--- src/rtl/serial_subtractor.sv ---
// Bit-serial unsigned subtractor: diff = a - b, one bit per clock, LSB first.
// A registered borrow replaces the combinational ripple chain; start/done handshake.
module serial_subtractor #(
   parameter int WIDTH = 4
) (
   input  logic             clk,
   input  logic             rst,
   input  logic             start,
   input  logic [WIDTH-1:0] a,
   input  logic [WIDTH-1:0] b,
   output logic [WIDTH-1:0] diff,
   output logic             b_out,
   output logic             busy,
   output logic             done
);

   localparam int CNT_W = $clog2(WIDTH) + 1;

   typedef enum logic [1:0] {
      IDLE = 2'd0,
      SUB  = 2'd1,
      DONE = 2'd2
   } state_t;

   state_t           state, state_nxt;
   logic [WIDTH-1:0] a_sh, b_sh, res_sh;
   logic [CNT_W-1:0] cnt;
   logic             borrow;
   logic             x, y, res_bit, borrow_nxt, last_bit;
   logic [WIDTH-1:0] res_nxt;

   function automatic logic fs_diff(input logic xi, input logic yi, input logic wi);
      return xi ^ yi ^ wi;
   endfunction

   function automatic logic fs_borrow(input logic xi, input logic yi, input logic wi);
      return (~xi & yi) | (~(xi ^ yi) & wi);
   endfunction

   always_comb begin
      x          = a_sh[0];
      y          = b_sh[0];
      res_bit    = fs_diff(x, y, borrow);
      borrow_nxt = fs_borrow(x, y, borrow);
      res_nxt    = {res_bit, res_sh[WIDTH-1:1]};
      last_bit   = (cnt == CNT_W'(WIDTH - 1));
   end

   always_ff @(posedge clk or posedge rst) begin
      if (rst) begin
         state <= IDLE;
      end else begin
         state <= state_nxt;
      end
   end

   always_comb begin
      state_nxt = state;
      busy      = 1'b0;
      done      = 1'b0;
      case (state)
         IDLE: begin
            if (start) begin
               state_nxt = SUB;
            end
         end
         SUB: begin
            busy = 1'b1;
            if (last_bit) begin
               state_nxt = DONE;
            end
         end
         DONE: begin
            busy      = 1'b1;
            done      = 1'b1;
            state_nxt = IDLE;
         end
         default: begin
            state_nxt = IDLE;
         end
      endcase
   end

   // Shift datapath; diff/b_out are only written on the final bit so partial results stay hidden.
   always_ff @(posedge clk or posedge rst) begin
      if (rst) begin
         a_sh   <= '0;
         b_sh   <= '0;
         res_sh <= '0;
         cnt    <= '0;
         borrow <= 1'b0;
         diff   <= '0;
         b_out  <= 1'b0;
      end else begin
         case (state)
            IDLE: begin
               if (start) begin
                  a_sh   <= a;
                  b_sh   <= b;
                  res_sh <= '0;
                  cnt    <= '0;
                  borrow <= 1'b0;
               end
            end
            SUB: begin
               a_sh   <= a_sh >> 1;
               b_sh   <= b_sh >> 1;
               res_sh <= res_nxt;
               borrow <= borrow_nxt;
               cnt    <= cnt + CNT_W'(1);
               if (last_bit) begin
                  diff  <= res_nxt;
                  b_out <= borrow_nxt;
               end
            end
            default: begin
            end
         endcase
      end
   end

endmodule
--- config.mk ---
export PLATFORM = sky130hd
export DESIGN_NAME = serial_subtractor
export DESIGN_NICKNAME = d
export VERILOG_FILES = /design/src/rtl/serial_subtractor.sv
export SDC_FILE = /design/constraint.sdc
export NUM_CORES = 1
export LEC_CHECK = 0
export CORE_ASPECT_RATIO = 1.4
export CORE_MARGIN = 2
export CORE_UTILIZATION = 45
export DETAILED_ROUTE_END_ITERATION = 7
export GPL_ROUTABILITY_DRIVEN = 0
export PLACE_DENSITY = 0.69
export SLEW_MARGIN = 20
export SYNTH_ARGS = -nofsm -noshare
export SYNTH_HDL_FRONTEND = slang
export SYNTH_SLANG_ARGS = --single-unit
--- constraint.sdc ---
create_clock -name clk -period 2.8 [get_ports clk]
set_input_delay 0.56 -clock clk [delete_from_list [all_inputs] [get_ports clk]]
set_output_delay 0.56 -clock clk [all_outputs]
set_load 0.02 [all_outputs]
Yosys cells after proc, flatten, opt, wreduce, memory -nomap -nowiden
Index checks and enable logic that the tools add are counted.
{"block": "op_classes", "magnitude_cmp": 0, "multipliers": 0, "div": 0, "muxes": 15, "n_bitwise": 7, "n_reduce_logical": 6, "eq_ne": 5, "shifts": 0, "addsub": 1}
{"op": "case mux 4 bit (2 select lines)", "n": 3}
{"op": "two-way mux 4 bit", "n": 3}
{"op": "case mux 3 bit (2 select lines)", "n": 1}
{"op": "AND reduction 2 bit", "n": 3}
{"op": "two-way mux 2 bit", "n": 2}
{"op": "!= test 2 bit (second input constant)", "n": 2}
{"op": "case mux 2 bit (2 select lines)", "n": 1}
{"op": "adder 3 x 1 -> 3 bit (second input constant)", "n": 1}
{"op": "equality test 3 x 2 -> 1 bit (second input constant)", "n": 1}
{"op": "two-way mux 1 bit", "n": 3}
{"op": "two-way mux 3 bit", "n": 1}
{"op": "AND 1 bit", "n": 2}
{"op": "equality test 2 x 1 -> 1 bit (second input constant)", "n": 1}
{"op": "equality test 2 bit (second input constant)", "n": 1}
{"op": "logical NOT 2 bit", "n": 1}
{"op": "NOT 1 bit", "n": 2}
{"op": "case mux 1 bit (2 select lines)", "n": 1}
{"op": "nonzero test 2 bit", "n": 1}
{"op": "OR reduction 2 bit", "n": 1}
{"op": "bitwise XOR 1 bit", "n": 2}
{"op": "OR 1 bit", "n": 1}
{"block": "totals", "latch_bits": 0, "output_inout_bits": 7, "ramBits": 0, "elab_cells": 42, "rom_bits": 0, "memories": 0, "register_bits": 23, "in_bits": 11}

Longest topological paths before layout
{"block": "logic_depth", "word_depth": 5, "mapped_depth": 7}

Worst setup path before layout
Ideal clock, no wire load.
{"block": "synth_path", "kind": "reg2reg", "start": "register state[0]", "end": "register res_sh[1]", "setup_time_ns": 0.121, "n_path_buf": 2, "required_ns": 2.679, "arrival_time_ns": 1.380, "setup_slack_ns": 1.299, "path_stages_with_launch": 8, "cell_sequence": "dfrtp_1 inv_1 ha_1 nand2b_1 buf_6 and2_4 buf_6 a22o_1"}
{"block": "synth_between", "elab_chain_cells": 3}
{"item": "start, declared", "line": "25", "source": "state_t state, state_nxt;"}
{"item": "start signal, assigned", "line": "53", "source": "state <= state_nxt;"}
{"item": "equality test 2 x 1 -> 1 bit or logical NOT 2 bit (tied branches)", "line": "95", "source": "case (state)"}
{"item": "nonzero test 2 bit (no line) or != test 2 bit (tied branches)"}
{"item": "AND reduction 2 bit (no line)"}
{"item": "end signal, assigned", "line": "108", "source": "res_sh <= res_nxt;"}
{"item": "end, declared", "line": "26", "source": "logic [WIDTH-1:0] a_sh, b_sh, res_sh;"}
Several ways; a longest one is shown, not always the timed one.
A chain may end at the register's enable or synchronous reset.

Worst setup path in the final report
{"block": "layout_path", "start": "register state[0]", "end": "output busy"}
{"block": "layout_between", "elab_chain_cells": 3}
{"item": "equality test 2 x 1 -> 1 bit or equality test 2 bit (tied branches)", "line": "61", "source": "case (state)"}
{"item": "OR reduction 2 bit (no line) *"}
{"item": "two-way mux 1 bit *", "line": "61"}
{"item": "end, declared", "line": "13", "source": "output logic busy,"}
Every way passes the cells marked *; elsewhere a longest branch is shown, timed or not.

==> qor.txt <==
XOR/XNOR Fraction of Synth Area - 0%
Final HPWL DP - 1471 um
Compound-Gate Fraction of Synth Area - 16.76%
Mean routed wirelength per cell - 13.33 um
# setup viols final - 0
Routed WL - 1840 um
Main combinational cell family by area after synthesis - compound AO/OA/AOI/OAI gates
Power Density - 1124 nW/um^2
Worst-Skew Late Latency - 0.29 ns
Hold depth - 2
Worst EP required - 2.24 ns
Rel. slew slack - 47.24%
Port bufs - 17
Least-Margin Pin Slew - 0.7905 ns
Initial antenna violation count - 0
Int Pwr - 866.3 uW
DRC Markers - 0
Largest net degree at the start of global routing - 23
#FFs+latches synth - 22
R2R depth - 4
Startpoint Class - flip-flop
Seq/Total Area, Yosys - 50.52%
Slew Limit Fails - 0
Worst path cell trace - inv_1, ha_1, clkdlybuf4s50_1
Net count after synthesis - 116
Fmax - 457.6 MHz
Area Growth Syn to Fin - 17.45%
Critical path capture point type - output pin
Bufs on Longest Clock Path - 2
Fin. Hold Viols - 0
Reg clk slew, reported paths - 0.11 ns
Row count - 21
CP Data Arrival Time - 1.63 ns
Die area - 2837 sq um
Top cells by area, synth - dfrtp_1, a211oi_2, ha_1
WP depth - 3
Cell count after synthesis - 99
Iteration-0 DRC Markers - 25
TritonCTS buffer count - 3
Minimum clock period - 2.185 ns
Total global-route track usage - 15.99%
Slowest cell on the critical path - clkdlybuf4s50_1
Worst path bufs/invs - 2
Sw Ratio - 39.78%
Die H - 62.23 um
Vias - 757
Layout cell share with drive strength beyond 1 - 12.17%
Synth area leader - dfrtp_1
Warnings, synthesis - 0
Avg Cell Area, Syn - 11.01 sq um
Vias per cell - 5.486
Post CTS Setup Buffer Count - 0
Antenna Violating Nets Remaining - 0
Hold Crit Class - reg2reg
Clk sink count - 22
Root Buffer - clkbuf_4
Most frequent cells in the layout - dfrtp_1, clkdlybuf4s50_1, inv_1
CP delay by family, top - buffers and inverters
Leakage power - 0.6097 nW
TNS Setup - 0 ns
Critical path class - reg2out
Fin Clk Skew - 0.003647 ns
Multiplexer share of the synthesized area - 5.052%
Outcome - finished, final reports clean
Drt pass-1 iters - 4
Hold Buf Count CTS - 0
Netlist cell types - 23
Antenna cells - 0
Overflow after GRT - 0
Net Switching - 572.4 uW
Peak VDD IR - 0.0005291 V
Final #Nets - 134
IO Pins - 18
DIE WIDTH - 45.59 um
Adder-cell area share of the yosys netlist - 7.577%
Max_cap viols - 0
Post-cts resize count - 0
Minimum hold slack - 0.4904 ns
Slowest Stage Delay on Critical Path - 0.59 ns
Vias in the first global route - 758
Max FO, Critical Path - 3
CTS tree - built
First-pass GRT wire length - 3401 um
Sequential Power Share - 38.5%
Unrepaired setup endpoints after global routing - false
Comb power frac - 52.2%
FF-to-FF setup slack - 1.15 ns
Core ar. - 2338 sq um
H-tree levels - 1
Initial core utilization - 46.60%
Clock share of power - 9.2%
Most common cell after layout, fill and taps aside - dfrtp_1
Cell area after synthesis - 1090 sq um
Simple-Gate Fraction of Synth Area - 13.09%
Final period util - 78.04%
Post-synth top area share - 50.52%
[synth_stat cells (all sizes together)]
library cell / instances
dfrtp: 22
a21oi: 8
o21ai: 7
nand2: 8
a211oi: 5
mux2: 4
clkbuf: 1
nand2b: 2
nor2b: 2
nand3: 2
a22o: 4
o211a: 1
mux2i: 1
ha: 5
nor2: 3
nand3b: 1
buf: 3
and3b: 5
fa: 1
or2: 1
and2: 1
inv: 12
[kinds of logic (layout without fill, tap and decap cells)]
family          Yosys count  in the layout
compound gates           25             25
simple gates             25             25
flops                    22             22
buf+inv                  16             32
fa+ha+maj                 6              6
mux                       5              5
[sequential cells by signal (all words and copies together) (netlist names)]
name    flops
diff        4
b_sh        4
state       2
res_sh      3
b_out       1
cnt         3
borrow      1
a_sh        4
[worst paths after layout]
kind                            startpoint   endpoint
worst max-delay path              state[0]       busy
max in group asynchronous              rst     borrow
min in group asynchronous              rst     cnt[2]
worst max register to register    state[0]  res_sh[2]
worst min-delay path                 b_out      b_out
worst min register to register       b_out      b_out
[per-stage QoR]
step	cell area (sq um)	worst slack [ns]	instances	total power, mW	utilization (%)
final	1280	0.6148	138	1.439	54.74
after global routing	1280	0.5430	138	1.583	54.74
after CTS	1280	0.6083	138	1.454	54.74
after floorplan	1090	1.299	99	1.127	-
after detailed placement	1257	0.7039	135	1.324	53.77
after global placement	1257	0.7592	135	1.302	53.77
[power by group through the flow]
stage	clock network, mW	registers [mW]	logic, mW
finish	0.133	0.554	0.752
global route	0.153	0.572	0.858
CTS	0.137	0.556	0.762
detailed placement	0	0.562	0.762
global placement	0	0.557	0.745
floorplan	0	0.577	0.550
[cell type report]
class / count / area (sq um)
clock buffer: 3 / 22.52
fill: 202 / 1059
multi-input combinational: 61 / 462.9
sequential: 22 / 550.5
tap: 23 / 28.78
timing repair buffer: 17 / 170.2
inverter: 12 / 45.04
[tightest hold or removal path: stages, from the launching register on]
cell	delay, ns
dfrtp_1	0.36
nand2_1	0.05
o21ai_0	0.06
[layer usage]
metal	vias to the layer above	track usage (%)	wire, um
met4	0	5.515	18
met5	-	0	0
li1	370	-	-
met2	18	24.65	951
met3	2	2.616	52
met1	367	22.22	818
Power figures use the tool's default switching activity.
